===== src/rtl/ysyx_25020047_ifu_fetch.sv =====
// ysyx_25020047_ifu_fetch: instruction fetch stage, one outstanding imem request, redirect-aware bundle delivery to decode
module ysyx_25020047_ifu_fetch #(
  parameter logic [31:0] RESET_PC = 32'h8000_0000,
  parameter int CNT_W = 32
) (
  input  logic             clk,
  input  logic             rst,
  output logic             imem_req_valid,
  input  logic             imem_req_ready,
  output logic [31:0]      imem_addr,
  input  logic             imem_resp_valid,
  output logic             imem_resp_ready,
  input  logic [31:0]      imem_rdata,
  input  logic             imem_resp_err,
  input  logic             redirect_valid,
  input  logic [31:0]      redirect_pc,
  output logic             inst_valid,
  input  logic             inst_ready,
  output logic [31:0]      inst,
  output logic [31:0]      inst_pc,
  output logic [31:0]      inst_snpc,
  output logic [1:0]       inst_fault,
  output logic [CNT_W-1:0] fetch_cnt
);
  typedef enum logic [2:0] {S_IDLE, S_REQ, S_WAIT, S_FLUSH, S_OUT} state_t;
  state_t state;
  logic [31:0] pc, ra, pc_n;
  logic pend, redir, misal;
  always_comb begin
    redir = redirect_valid && state != S_IDLE;
    misal = ra[1:0] != 2'd0;
    pc_n = redir ? redirect_pc : (state == S_OUT && inst_ready) ? pc + 32'd4 : pc;
  end
  assign imem_req_valid  = state == S_REQ && !misal;
  assign imem_addr       = ra;
  assign imem_resp_ready = state == S_WAIT || state == S_FLUSH;
  assign inst_valid      = state == S_OUT;
  // ra always reloads from the pc value being written on the same edge, so the latest redirect wins
  always_ff @(posedge clk or negedge rst) begin
    if (!rst) begin
      state      <= S_IDLE;
      pc         <= RESET_PC;
      ra         <= '0;
      pend       <= 1'b0;
      inst       <= '0;
      inst_pc    <= '0;
      inst_snpc  <= '0;
      inst_fault <= '0;
      fetch_cnt  <= '0;
    end else begin
      pc <= pc_n;
      case (state)
        S_IDLE: begin
          state <= S_REQ;
          ra    <= pc;
        end
        S_REQ:
          if (misal) begin
            if (redir) ra <= pc_n;
            else begin
              inst       <= '0;
              inst_fault <= 2'd2;
              inst_pc    <= ra;
              inst_snpc  <= ra + 32'd4;
              state      <= S_OUT;
            end
          end else if (imem_req_ready) begin
            state <= (pend || redir) ? S_FLUSH : S_WAIT;
            pend  <= 1'b0;
          end else if (redir) pend <= 1'b1;
        S_WAIT:
          if (imem_resp_valid) begin
            if (redir) begin
              state <= S_REQ;
              ra    <= pc_n;
            end else begin
              inst       <= imem_resp_err ? '0 : imem_rdata;
              inst_fault <= {1'b0, imem_resp_err};
              inst_pc    <= ra;
              inst_snpc  <= ra + 32'd4;
              state      <= S_OUT;
            end
          end else if (redir) state <= S_FLUSH;
        S_FLUSH:
          if (imem_resp_valid) begin
            state <= S_REQ;
            ra    <= pc_n;
          end
        S_OUT:
          if (inst_ready || redir) begin
            state <= S_REQ;
            ra    <= pc_n;
            if (inst_ready) fetch_cnt <= fetch_cnt + CNT_W'(1);
          end
        default: state <= S_IDLE;
      endcase
    end
  end
endmodule

===== config.mk =====
export PLATFORM = sky130hd
export DESIGN_NAME = ysyx_25020047_ifu_fetch
export DESIGN_NICKNAME = d
export VERILOG_FILES = /design/src/rtl/ysyx_25020047_ifu_fetch.sv
export SDC_FILE = /design/constraint.sdc
export NUM_CORES = 1
export LEC_CHECK = 0
export ABC_AREA = 1
export CORE_UTILIZATION = 30
export CTS_CLUSTER_SIZE = 40
export DETAILED_ROUTE_END_ITERATION = 8
export GPL_TIMING_DRIVEN = 0
export PLACE_DENSITY_LB_ADDON = 0.2
export SYNTH_ARGS = -nofsm -noshare
export SYNTH_HDL_FRONTEND = slang
export SYNTH_SLANG_ARGS = --single-unit

===== constraint.sdc =====
create_clock -name clk -period 1.9 [get_ports clk]
set_input_delay 0.38 -clock clk [delete_from_list [all_inputs] [get_ports clk]]
set_output_delay 0.38 -clock clk [all_outputs]
set_load 0.005 [all_outputs]

== Yosys cells after proc, flatten, opt, wreduce, memory -nomap -nowiden ==
Cells that the tools add are included.

* Register bits after elaboration: 198
* Input bits: 71
* Output and inout bits: 165
* Logic and storage cells: 84

* Add/subtract/negate cells: 3
* Equal/unequal tests: 13
* Mux-type cells: 39
* Bitwise logic cells: 1
* Reductions and logical operators: 19

{| class="wikitable"
|+ Operators with widths
! operator !! count
|-
| $mux W32 || 18
|-
| $pmux W32 S2 || 3
|-
| $pmux W32 S5 || 1
|-
| $add A32 B3 Y32 const B || 2
|-
| $add A32 B1 Y32 const B || 1
|-
| $mux W3 || 8
|-
| $pmux W3 S5 || 1
|-
| $reduce_and A5 Y1 || 3
|-
| $ne A2 B2 Y1 const B || 5
|-
| $ne A3 B3 Y1 const B || 3
|-
| $reduce_and A3 Y1 || 3
|-
| $mux W2 || 4
|-
| $eq A3 B2 Y1 const B || 2
|-
| $reduce_bool A2 Y1 || 3
|-
| $reduce_bool A5 Y1 || 1
|-
| $pmux W2 S2 || 1
|-
| $eq A3 B1 Y1 const B || 1
|-
| $eq A3 B3 Y1 const B || 1
|-
| $logic_and A1 B1 Y1 || 3
|-
| $logic_not A3 Y1 || 1
|-
| $logic_or A1 B1 Y1 || 3
|-
| $mux W1 || 3
|-
| $reduce_bool A3 Y1 || 1
|-
| $ne A2 B1 Y1 const B || 1
|-
| 2 further kinds || 2
|}

== Depth between registers and ports, before layout ==
Gate-level depths: netlist (run 1).

* Word-level depth: 7
* Mapped depth: 13
* Gate-level depth less buffers: 12

== Worst setup path after synthesis (run 1) ==
OpenSTA, ideal clock, no wires.

* Kind: register to register
* From: reg ra[2] (netlist: imem_addr[2])
* To: reg inst_snpc[18]
* Setup time: 0.117 ns
* Data arrival time: 1.586 ns
* Data required time: 1.783 ns
* Path slack: 0.197 ns
* Stages on the path, launching flop included: 10
* Buffers on the path: 0
* Clock period less this slack: 1.703 ns
* Cells stage by stage: dfrtp_1 ha_1 inv_1 nor3_1 nand2_1 nor3_1 nand3_1 xnor2_1 nand2_1 nand2_1

* Longest elaborated chain between the ends: 4
* Elaborated cells between the ends (all ways): 5
* Those cells by class: 1 x add/sub; 4 x mux

{| class="wikitable"
|+ RTL lines
! element !! RTL line !! RTL
|-
| from (decl) || 27 || <nowiki>logic [31:0] pc, ra, pc_n;</nowiki>
|-
| from (signal assigned) || 55 || <nowiki>ra <= pc;</nowiki>
|-
| from (signal assigned) || 59 || <nowiki>if (redir) ra <= pc_n;</nowiki>
|-
| from (signal assigned) || 75 || <nowiki>ra <= pc_n;</nowiki>
|-
| $add A32 B3 Y32 * || 64, 80 ||
|-
| $mux W32 * || 59, 73 ||
|-
| $mux W32 (on tied branches) || 72, 58 ||
|-
| $pmux W32 S2 * || 52 || <nowiki>case (state)</nowiki>
|-
| to (signal assigned) || 64 || <nowiki>inst_snpc <= ra + 32'd4;</nowiki>
|-
| to (signal assigned) || 80 || <nowiki>inst_snpc <= ra + 32'd4;</nowiki>
|-
| to (decl) || 21 || <nowiki>output logic [31:0] inst_snpc,</nowiki>
|}

Every way passes the cells marked *; elsewhere a longest branch is shown, timed or not. The select of a mux whose other input is x is not followed.
A chain may end at the register's enable or synchronous reset.

== Final worst setup path (run 1) ==
* From: reg state[0]
* To: reg ra[20] (netlist: imem_addr[20])

* Longest elaborated chain between the ends: 7
* Elaborated cells between the ends (all ways): 23
* Those cells by class: 8 x eq/ne; 8 x mux; 7 x reduce/logical

{| class="wikitable"
|+ RTL lines
! element !! RTL line !! RTL
|-
| from (decl) || 26 || <nowiki>state_t state;</nowiki>
|-
| from (signal assigned) || 68 || <nowiki>state <= (pend || redir) ? S_FLUSH : S_WAIT;</nowiki>
|-
| $eq A3 B3 Y1 || 32 || <nowiki>pc_n = redir ? redirect_pc : (state == S_OUT && inst_ready) ? pc + 32'd4 : pc;</nowiki>
|-
| $logic_and A1 B1 Y1 || 32 ||
|-
| $mux W32 || 32 ||
|-
| $mux W32 * || 32 ||
|-
| named net pc_n[20] || 27 ||
|-
| $mux W32 || 59, 73 ||
|-
| $mux W32 (on tied branches) || 72, 58 ||
|-
| $pmux W32 S5 * || 52 ||
|}

Mark *: on every way through the listed nets, which the timed path passes. The rest lies on a longest branch. The select of a mux whose other input is x is not followed.

==> results.txt, run 1 <==
die width: 184 um
Setup WS pre-CTS: -0.610 ns
maximum clock path buffer count: 2
layout cells sized above 1: 0.149
grt total ovfl: 0
total of warnings raised by yosys: 0
ys async rst share: 1.00
cts bufs inserted: 17
Final Critical Period: 2.01 ns
sequential standard cell area: 4930 um2
status: finished with violations
highest clock rate: 0.498 GHz
clk_lat worst skew: 0.45 ns
Max VDD drop: 0.000737 V
period utilization: 1.06
Mean Syn Cell Area: 7.63 um2
first-pass GRT wire length: 52.3 mm
DP HPWL: 25.7 mm
Hold Fails Final Rpt: 0
most common cell after layout, fill and taps aside: nand2_1
type of origin of the critical path: flip-flop
Tot GR Track Use: 0.202
largest net degree at the start of global routing: 116
Mapped Cells: 1300
Port Buffers: 235
Rel. slew slack: 0.553
clk slew on worst S/H paths: 0.09 ns
Power Total: 23.0 mW
DRT antenna net count: 0
IO Pins: 236
pins over their slew limit: 0
Yosys reg bits: 196
CP Max Fanout: 8
cell breakdown of the critical path: nor2_4, nand3_4, buf_12, inv_12, nand3_4, buf_12, nor2_4, nand2_1, nand3_1, nand2_2, o21ai_2, nand2_1
most frequent cells in the layout: nand2_1 (439), clkdlybuf4s50_1 (230), dfrtp_1 (173)
antenna violations before repair: 0
Worst Hold Class: input pin to flip-flop
Netlist cell types: 41
P_leak: 6.73 nW
top-area cell type share of the netlist area: 0.492
RSZ-0062 raised after global routing: yes
PwrDens: 1600 nW/um2
worst setup path class: flip-flop to flip-flop
failing checks: negative setup slack
Buffers & Inverters on Critical Path: 3
CTS sink count: 196
Crit path arrival time: 2.34 ns
fin nets: 1662
Starting Density: 0.305
Post-synth top flop: dfrtp_1
vias per std cell: 4.70
top post-synthesis cells by area: dfrtp_1 (49%), nand2_1 (17%), nand3_1 (6.1%)
multi-input logic area: 4790 um2
Worst setup EP type: flip-flop
# rows: 66
vias post-DR: 9588
Initial DRC Count: 585
syn_nets: 1374
CTS tree: built
Ant. Diodes: 0
max incr delay on CP: 0.44 ns
Setup Skew: 0.0196 ns
DRC: 0
First-pass DRT Iterations: 5
DRT Wirelength: 34.1 mm
worst setup margin: -0.110 ns
GPL Wtd Cong: 0.906
fillers: 3306
Die Y-Extent: 184 um
Max Cap Viol: 0
H-tree depth: 4
synthesized cell area: 9920 um2
Core Footprint: 32500 um2
area grow syn2layout: 45.0%
Yosys top cell by area: dfrtp_1
Seq/Total Area, Yosys: 0.494
Total Die Area: 33800 um2
Critical Path RT: 2.23 ns
number of global-route vias before repair: 9068
final setup fails: 20
Least-Margin Pin Slew: 0.670 ns
Root Driver: clkbuf_16
Crit path max-delay family: simple AND/OR/NAND/NOR gates
CP max-delay cell: dfrtp_2
EDFF count, synth: 0
Util after Layout: 0.442
post-DR wirelength/cell: 16.7 um
power by group:
| group | switching (mW) | internal [mW] | leakage [nW] |
|---|---|---|---|
| combinational | 6.64 | 5.34 | 4.00 |
| clock | 1.68 | 1.96 | 0.279 |
| sequential | 1.62 | 5.79 | 2.46 |
| total | 9.94 | 13.1 | 6.73 |
worst min-delay path: cells and delay by family:
kind          cells  cell delay (ns)
buf+inv           1             0.39
simple gates      2             0.13
cell usage after synthesis, drive strengths merged, types with 17 or more instances:
| master | number |
|---|---|
| a21oi | 24 |
| buf | 29 |
| clkbuf | 17 |
| dfrtp | 195 |
| inv | 124 |
| nand2 | 457 |
| nand3 | 124 |
| nand4 | 23 |
| nor2 | 127 |
| nor3 | 27 |
| o21ai | 64 |
| xor2 | 35 |
metal layers:
layer,vias up,part of all wire,global-route usage
li1,4726,-,-
met1,4535,0.46,0.269
met2,287,0.46,0.327
met3,40,0.053,0.0398
met4,0,0.022,0.0687
met5,-,0,0
through the flow:
step                setup TNS, ns  std cells  hold WS [ns]  area (um2)
floorplan                       0       1300        0.0844        9920
global placement         -1688.24       1977         0.454       12800
detailed placement         -64.01       1978         0.412       12900
CTS                        -0.939       2025         0.463       13900
global route                -5.04       2042         0.464       14400
finish                      -1.06       2042         0.473       14400
area by class of cell:
class	count	share of cell area
buffer	42	0.0224
tap	442	0.0384
inverter	124	0.0334
timing repair buffer	273	0.189
clock inverter	9	0.00652
sequential	196	0.343
clock buffer	22	0.0337
multi-input combinational	934	0.333
final timing paths:
kind / slack, ns / from / depth (start not counted) / to
setup / recovery: -0.11 / state[0] / 12 / imem_addr[20]
hold / removal: 0.47 / redirect_pc[28] / 3 / pc[28]
setup reg to reg: -0.11 / state[0] / 12 / imem_addr[20]
hold reg to reg: 0.47 / inst_pc[30] / 2 / inst_pc[30]
max in group asynchronous: 0.36 / rst / 3 / imem_addr[21]
min in group asynchronous: 0.50 / rst / 2 / inst[26]
flip-flops by register name, summed over array words and instances, names as in the netlist:
register,cells
fetch_cnt,32
imem_addr,32
inst,32
inst_snpc,32
pc,32
inst_pc,30
state,3
inst_fault,2
pend,1
repair_timing:
item,4_1_cts,5_1_grt
pin swaps,17,39
endpoints found under the hold margin,81,0
resized for setup,96,123
hold buffers,1,0
buffers inserted,19,17
endpoints found under the setup margin,165,144
cell families (layout without fill, tap and decap cells):
kind of cell    count (synthesis)  count (layout)  synth area share
buf+inv                       170             470            0.0695
simple gates                  770             770             0.326
fa+ha+maj                       3               3           0.00378
flops                         196             196             0.494
compound gates                111             111            0.0622
xor+xnor                       50              50            0.0441
Note: power is estimated with default switching activity, not from simulation.
==> run 2: changes to the inputs <==
SETUP_SLACK_MARGIN = 0.4   (was default)
==> run 2 against run 1 <==
Effect of this change:
- the flow finishes with violations (negative hold slack, negative setup slack)
- non-clock buffer count up 192
- register-to-register slack gained 0.02 ns
- worst hold slack got worse by 0.54 ns
- wire length rose by 19%
- utilization grew 12 points
- largest cell class is now multi-input gates
- critical path type unchanged
- die area unchanged
- via count grew 12%
- largest power group unchanged
==> results.txt, run 2 (same netlist as run 1, synthesis figures left out) <==
status: finished with violations
failing checks: negative hold slack, negative setup slack
post-route setup TNS: -2.10 ns (-1.04 ns)
DRC: 0 (unchanged)
Ant. Diodes: 0 (unchanged)
vias post-DR: 10800 (+12%)
Max VDD drop: 0.00108 V (+46%)
grt total ovfl: 0 (unchanged)
Finished Cell Area: 18400 um2 (+28%)
Initial DRC Count: 622 (+6.3%)
first-pass GRT wire length: 60.7 mm (+16%)
H-tree depth: 4 (unchanged)
clk_lat worst skew: 0.44 ns (about the same)
DRT Wirelength: 40.6 mm (+19%)
Max Cap Viol: 0 (unchanged)
Worst R2R Setup Slack: -0.09 ns (+0.02 ns)
Starting Density: 0.305 (unchanged)
fin nets: 1855 (+12%)
pins over their slew limit: 0 (unchanged)
number of global-route vias before repair: 10700 (+18%)
die width: 184 um (unchanged)
final setup fails: 62 (+210%)
Power Total: 30.8 mW (+34%)
Worst Hold Class: input pin to async pin
CTS sink count: 196 (unchanged)
Port Buffers: 235 (unchanged)
worst setup margin: -0.0892 ns (+0.0206 ns)
RR Startpoint: state[2]
period utilization: 1.05 (-0.0108)
clk slew on worst S/H paths: 0.08 ns (about the same)
Critical Path RT: 2.28 ns (+0.05 ns)
end of the worst register-to-register path: imem_addr[21]
PwrDens: 1670 nW/um2 (+4.4%)
DP HPWL: 25.6 mm (about the same)
most common cell after layout, fill and taps aside: nand2_1
Worst setup EP type: flip-flop
worst-case hold slack: -0.0620 ns (-0.535 ns)
worst r2r path cells: 12 (unchanged)
layout cells sized above 1: 0.434 (+0.284)
P_leak: 9.89 nW (+47%)
worst setup path class: flip-flop to flip-flop
GPL Wtd Cong: 0.934 (+3.1%)
CTS tree: built
type of origin of the critical path: flip-flop
DRT antenna net count: 0 (unchanged)
Hold Fails Final Rpt: 39 (+39)
area grow syn2layout: 85.5%
maximum clock path buffer count: 2 (unchanged)
Total Die Area: 33800 um2 (unchanged)
IO Pins: 236 (unchanged)
Rel. slew slack: 0.491 (-0.0617)
Final Critical Period: 1.99 ns (-0.0206 ns)
First-pass DRT Iterations: 5 (unchanged)
Root Driver: clkbuf_16
vias per std cell: 4.81 (+2.5%)
Setup Skew: 0.0119 ns (-0.00770 ns)
RSZ-0062 raised after global routing: yes
# rows: 66 (unchanged)
highest clock rate: 0.503 GHz (+1.0%)
Crit path arrival time: 2.37 ns (+0.03 ns)
post-DR wirelength/cell: 18.2 um (+8.8%)
most frequent cells in the layout: nand2_1 (245), nand2_2 (159), dfrtp_1 (158)
antenna violations before repair: 0 (unchanged)
fillers: 2808 (-15%)
largest net degree at the start of global routing: 109 (-6.0%)
Post-DP Area: 12900 um2 (+0.67%)
CP Max Fanout: 7 (-1)
Die Y-Extent: 184 um (unchanged)
Least-Margin Pin Slew: 0.763 ns (+0.0926 ns)
Core Footprint: 32500 um2 (unchanged)
cts bufs inserted: 17 (unchanged)
Tot GR Track Use: 0.234 (+0.0322)
## run 2: cell count changes in the layout (fill, tap and decap cells not counted), moves of 29 or more
cell             change
nand2_1            -194
clkdlybuf4s50_1    -161
nand2_2            +142
buf_4               +96
dlymetal6s2s_1      +91
buf_6               +66
nand2_4             +51
o21ai_0             -37
nor2_1              -32
nand3_1             -29
## run 2: layer usage
metal	vias up	GRT usage	wire length, um
met2	310	0.408	20400
met1	5261	0.294	17300
met3	63	0.0351	1860
met4	0	0.0810	1030
li1	5125	-	-
met5	-	0	0
## run 2: worst max-delay path, stage by stage, from the launching register on
cell and delay, ns:
dfrtp_1 0.38, inv_2 0.09, buf_6 0.13, a21oi_4 0.17, inv_2 0.08, o21ai_4 0.09, nand3_2 0.12, nor2_4 0.18
clkinv_4 0.17, buf_8 0.18, a21oi_1 0.14, nand2_2 0.11, nand2_2 0.07
## run 2: cell type report
type | count | area (um2) | share of cell area
Clock inverter | 11 | 98.8 | 0.00537
Sequential cell | 196 | 4950 | 0.269
Timing Repair Buffer | 461 | 4980 | 0.270
Buffer | 46 | 653 | 0.0355
Tap cell | 442 | 553 | 0.0300
Multi-Input combinational cell | 934 | 6190 | 0.336
Inverter | 124 | 513 | 0.0279
Clock buffer | 21 | 450 | 0.0245
Timing Repair inverter | 1 | 20.0 | 0.00109
## run 2: worst max path at each step
stage                from       endpoint  slack [ns]  cells after the start
2_1_floorplan    state[1]  imem_addr[26]        0.26                     10
3_3_place_gp          rst         pc[21]       -8.40                      1
3_5_place_dp   inst_ready  imem_addr[29]       -0.66                      8
4_1_cts          state[0]  fetch_cnt[26]       -0.03                      9
5_1_grt          state[1]  imem_addr[21]       -0.15                     10
6_report         state[2]  imem_addr[21]       -0.09                     12
## run 2: timing repair
item | 4_1_cts | 5_1_grt
setup buffers | 151 | 50
cloned | 24 | 1
pin swaps | 155 | 130
endpoints found under the setup margin | 357 | 328
gates resized for setup | 734 | 341
hold endpoints to repair | 30 | 0
## run 2: per-stage QoR
step           setup slack (ns)   util  instances
2_1_floorplan             0.265      -       1300
3_3_place_gp              -8.40  0.397       1977
3_5_place_dp             -0.665  0.398       1978
4_1_cts                 -0.0285  0.518       2185
5_1_grt                  -0.152  0.566       2236
6_report                -0.0892  0.566       2236
## run 2: report_power, final
group	total, mW	internal [mW]	leakage, nW	switching, mW
Clock	3.50	1.75	0.253	1.76
Sequential	7.30	5.82	2.44	1.48
Combinational	20.0	9.95	7.20	10.0
Total	30.8	17.5	9.89	13.2
==> RTL edit (settings of run 1) <==
`CNT_W`: 32 -> 64.
--- a/src/rtl/ysyx_25020047_ifu_fetch.sv
+++ b/src/rtl/ysyx_25020047_ifu_fetch.sv
@@ -2,5 +2,5 @@
 module ysyx_25020047_ifu_fetch #(
   parameter logic [31:0] RESET_PC = 32'h8000_0000,
-  parameter int CNT_W = 32
+  parameter int CNT_W = 64
 ) (
   input  logic             clk,
Interface: changed (resized fetch_cnt); port bits go from 236 to 268. The function was not compared with the original's and may differ.
==> RTL edit against run 1 <==
The flow still finishes with violations (negative setup slack); routed wire length grew 49%; cell area grew 37%; maximum frequency grew 0.14%; sequential power grew 11%; synthesized area grew 23%; core utilization grew 5.2 points; via count grew 38%; die area grew 23%; first-iteration DRC count grew 53%; sequential cell count grew 32; power grew 31%; combinational power grew 38%; setup slack gained 0.0029 ns; critical path type unchanged; highest routed layer unchanged.
==> RTL edit: results (changes against run 1) <==
STA
  • Hold slack final: 0.3488 ns (-0.1243 ns)
  • Final setup violating endpoints: 76 (+280%)
  • Clock Skew: 0.03771 ns (+0.01809 ns)
  • Least setup slack across all paths after layout: -0.1069 ns (+0.002866 ns)
  • Slew HR: 56.90% (+1.6 points)

Setup path
  • Arrival @ worst endpoint: 2.47 ns (+0.13 ns)
  • CP top delay family: buffers and inverters
  • R2r worst-path depth: 11 (-1)
  • Capturing point of the worst reg2reg path: inst_pc[21]$_DFFE_PN0P_

Synth
  • Number of distinct standard cells referenced by the synthesized netlist: 37 (-9.8%)
  • Part of the Yosys area used for sequential elements: 46.58% (-2.9 points)
  • Top cells by area, synth: dfrtp_1 (46%), nand2_1 (17%), nand3_1 (6.2%), nor2_1 (5.2%), inv_1 (5.1%)
  • List of most frequent post-synthesis cells: nand2_1 (566), dfrtp_1 (227), nor2_1 (169)

Placed design
  • Post-Place Worst Slack: -0.6422 ns (-0.03213 ns)
  • Detail Placement HPWL: 35750 microns (+39%)
  • Final weighted congestion in routability-driven placement: 0.9246 (+2.0%)

Clocking
  • Clock-pin transition on the worst setup and hold timing paths: 0.06 ns (-0.03 ns)
  • Later-pin clock latency in the skew report: 0.59 ns (+0.14 ns)
  • Count of H-tree levels built during CTS: 1 (-3)

Outcome
  • Run status: finished, violations left
  • Violations in the final reports: negative setup slack

Die
  • Number of rows created at floorplan: 73 (+11%)

Power and ir drop
  • Switching pwr: 12.75 mW (+28%)
  • Clock power frac: 17.9% (+2.1 points)
  • Power consumed by sequential cells: 8.27 mW (+11%)

Global route
  • Largest net degree at the start of global routing: 83 (-28%)
==> RTL edit: changes by cell type in the layout (fill, tap and decap cells not counted), moves of 23 or more <==
cell / run 1 / this run
nand2_1: 439 / 474
inv_1: 114 / 160
nand4_1: 23 / 46
dfrtp_2: 22 / 49
nor2_2: 5 / 31
buf_4: 37 / 135
nand2_2: 17 / 78
dlygate4sd2_1: 1 / 34
==> RTL edit: cell type report <==
| class | count | area (sq um) | area share, % |
|---|---|---|---|
| multi-input cells | 1215 | 6904 | 34.93 |
| flip-flops and latches | 228 | 5768 | 29.18 |
| repair buffers | 432 | 4298 | 21.74 |
| clock buffers | 46 | 858.3 | 4.342 |
| inverters | 174 | 676.9 | 3.424 |
| well taps | 525 | 656.9 | 3.323 |
| plain buffers | 48 | 524.3 | 2.652 |
| clock inverters | 4 | 70.07 | 0.3545 |
| repair inverters | 1 | 8.758 | 0.04431 |
| diodes | 1 | 2.502 | 0.01266 |
==> RTL edit: repair_timing <==
action	in CTS	in global routing
gates cloned	1	12
setup buffers	96	60
hold buffers	1	0
gates resized for setup	251	369
endpoints found under the setup margin	268	218
hold endpoints to repair	73	0
pin swaps	40	77
==> RTL edit: logic make-up (layout without fill, tap and decap cells) <==
| logic type | Yosys count | in the layout | synth area share, % |
|---|---|---|---|
| AOI/OAI and AO/OA | 144 | 144 | 6.342 |
| xor gates and xnor gates | 61 | 61 | 4.361 |
| adders and majority gates | 3 | 3 | 0.3064 |
| buffers and inverters | 225 | 705 | 7.445 |
| DFF | 228 | 228 | 46.58 |
| other | 0 | 1 | 0 |
| and+or+nand+nor | 1007 | 1007 | 34.97 |
==> RTL edit: routing by layer <==
layer	vias up	GRT usage (%)	wire length (microns)
met5	-	0	0
met4	0	7.276	1443
met3	73	2.997	2839
met2	436	36.60	23560
met1	6481	32.74	22890
li1	6279	-	-
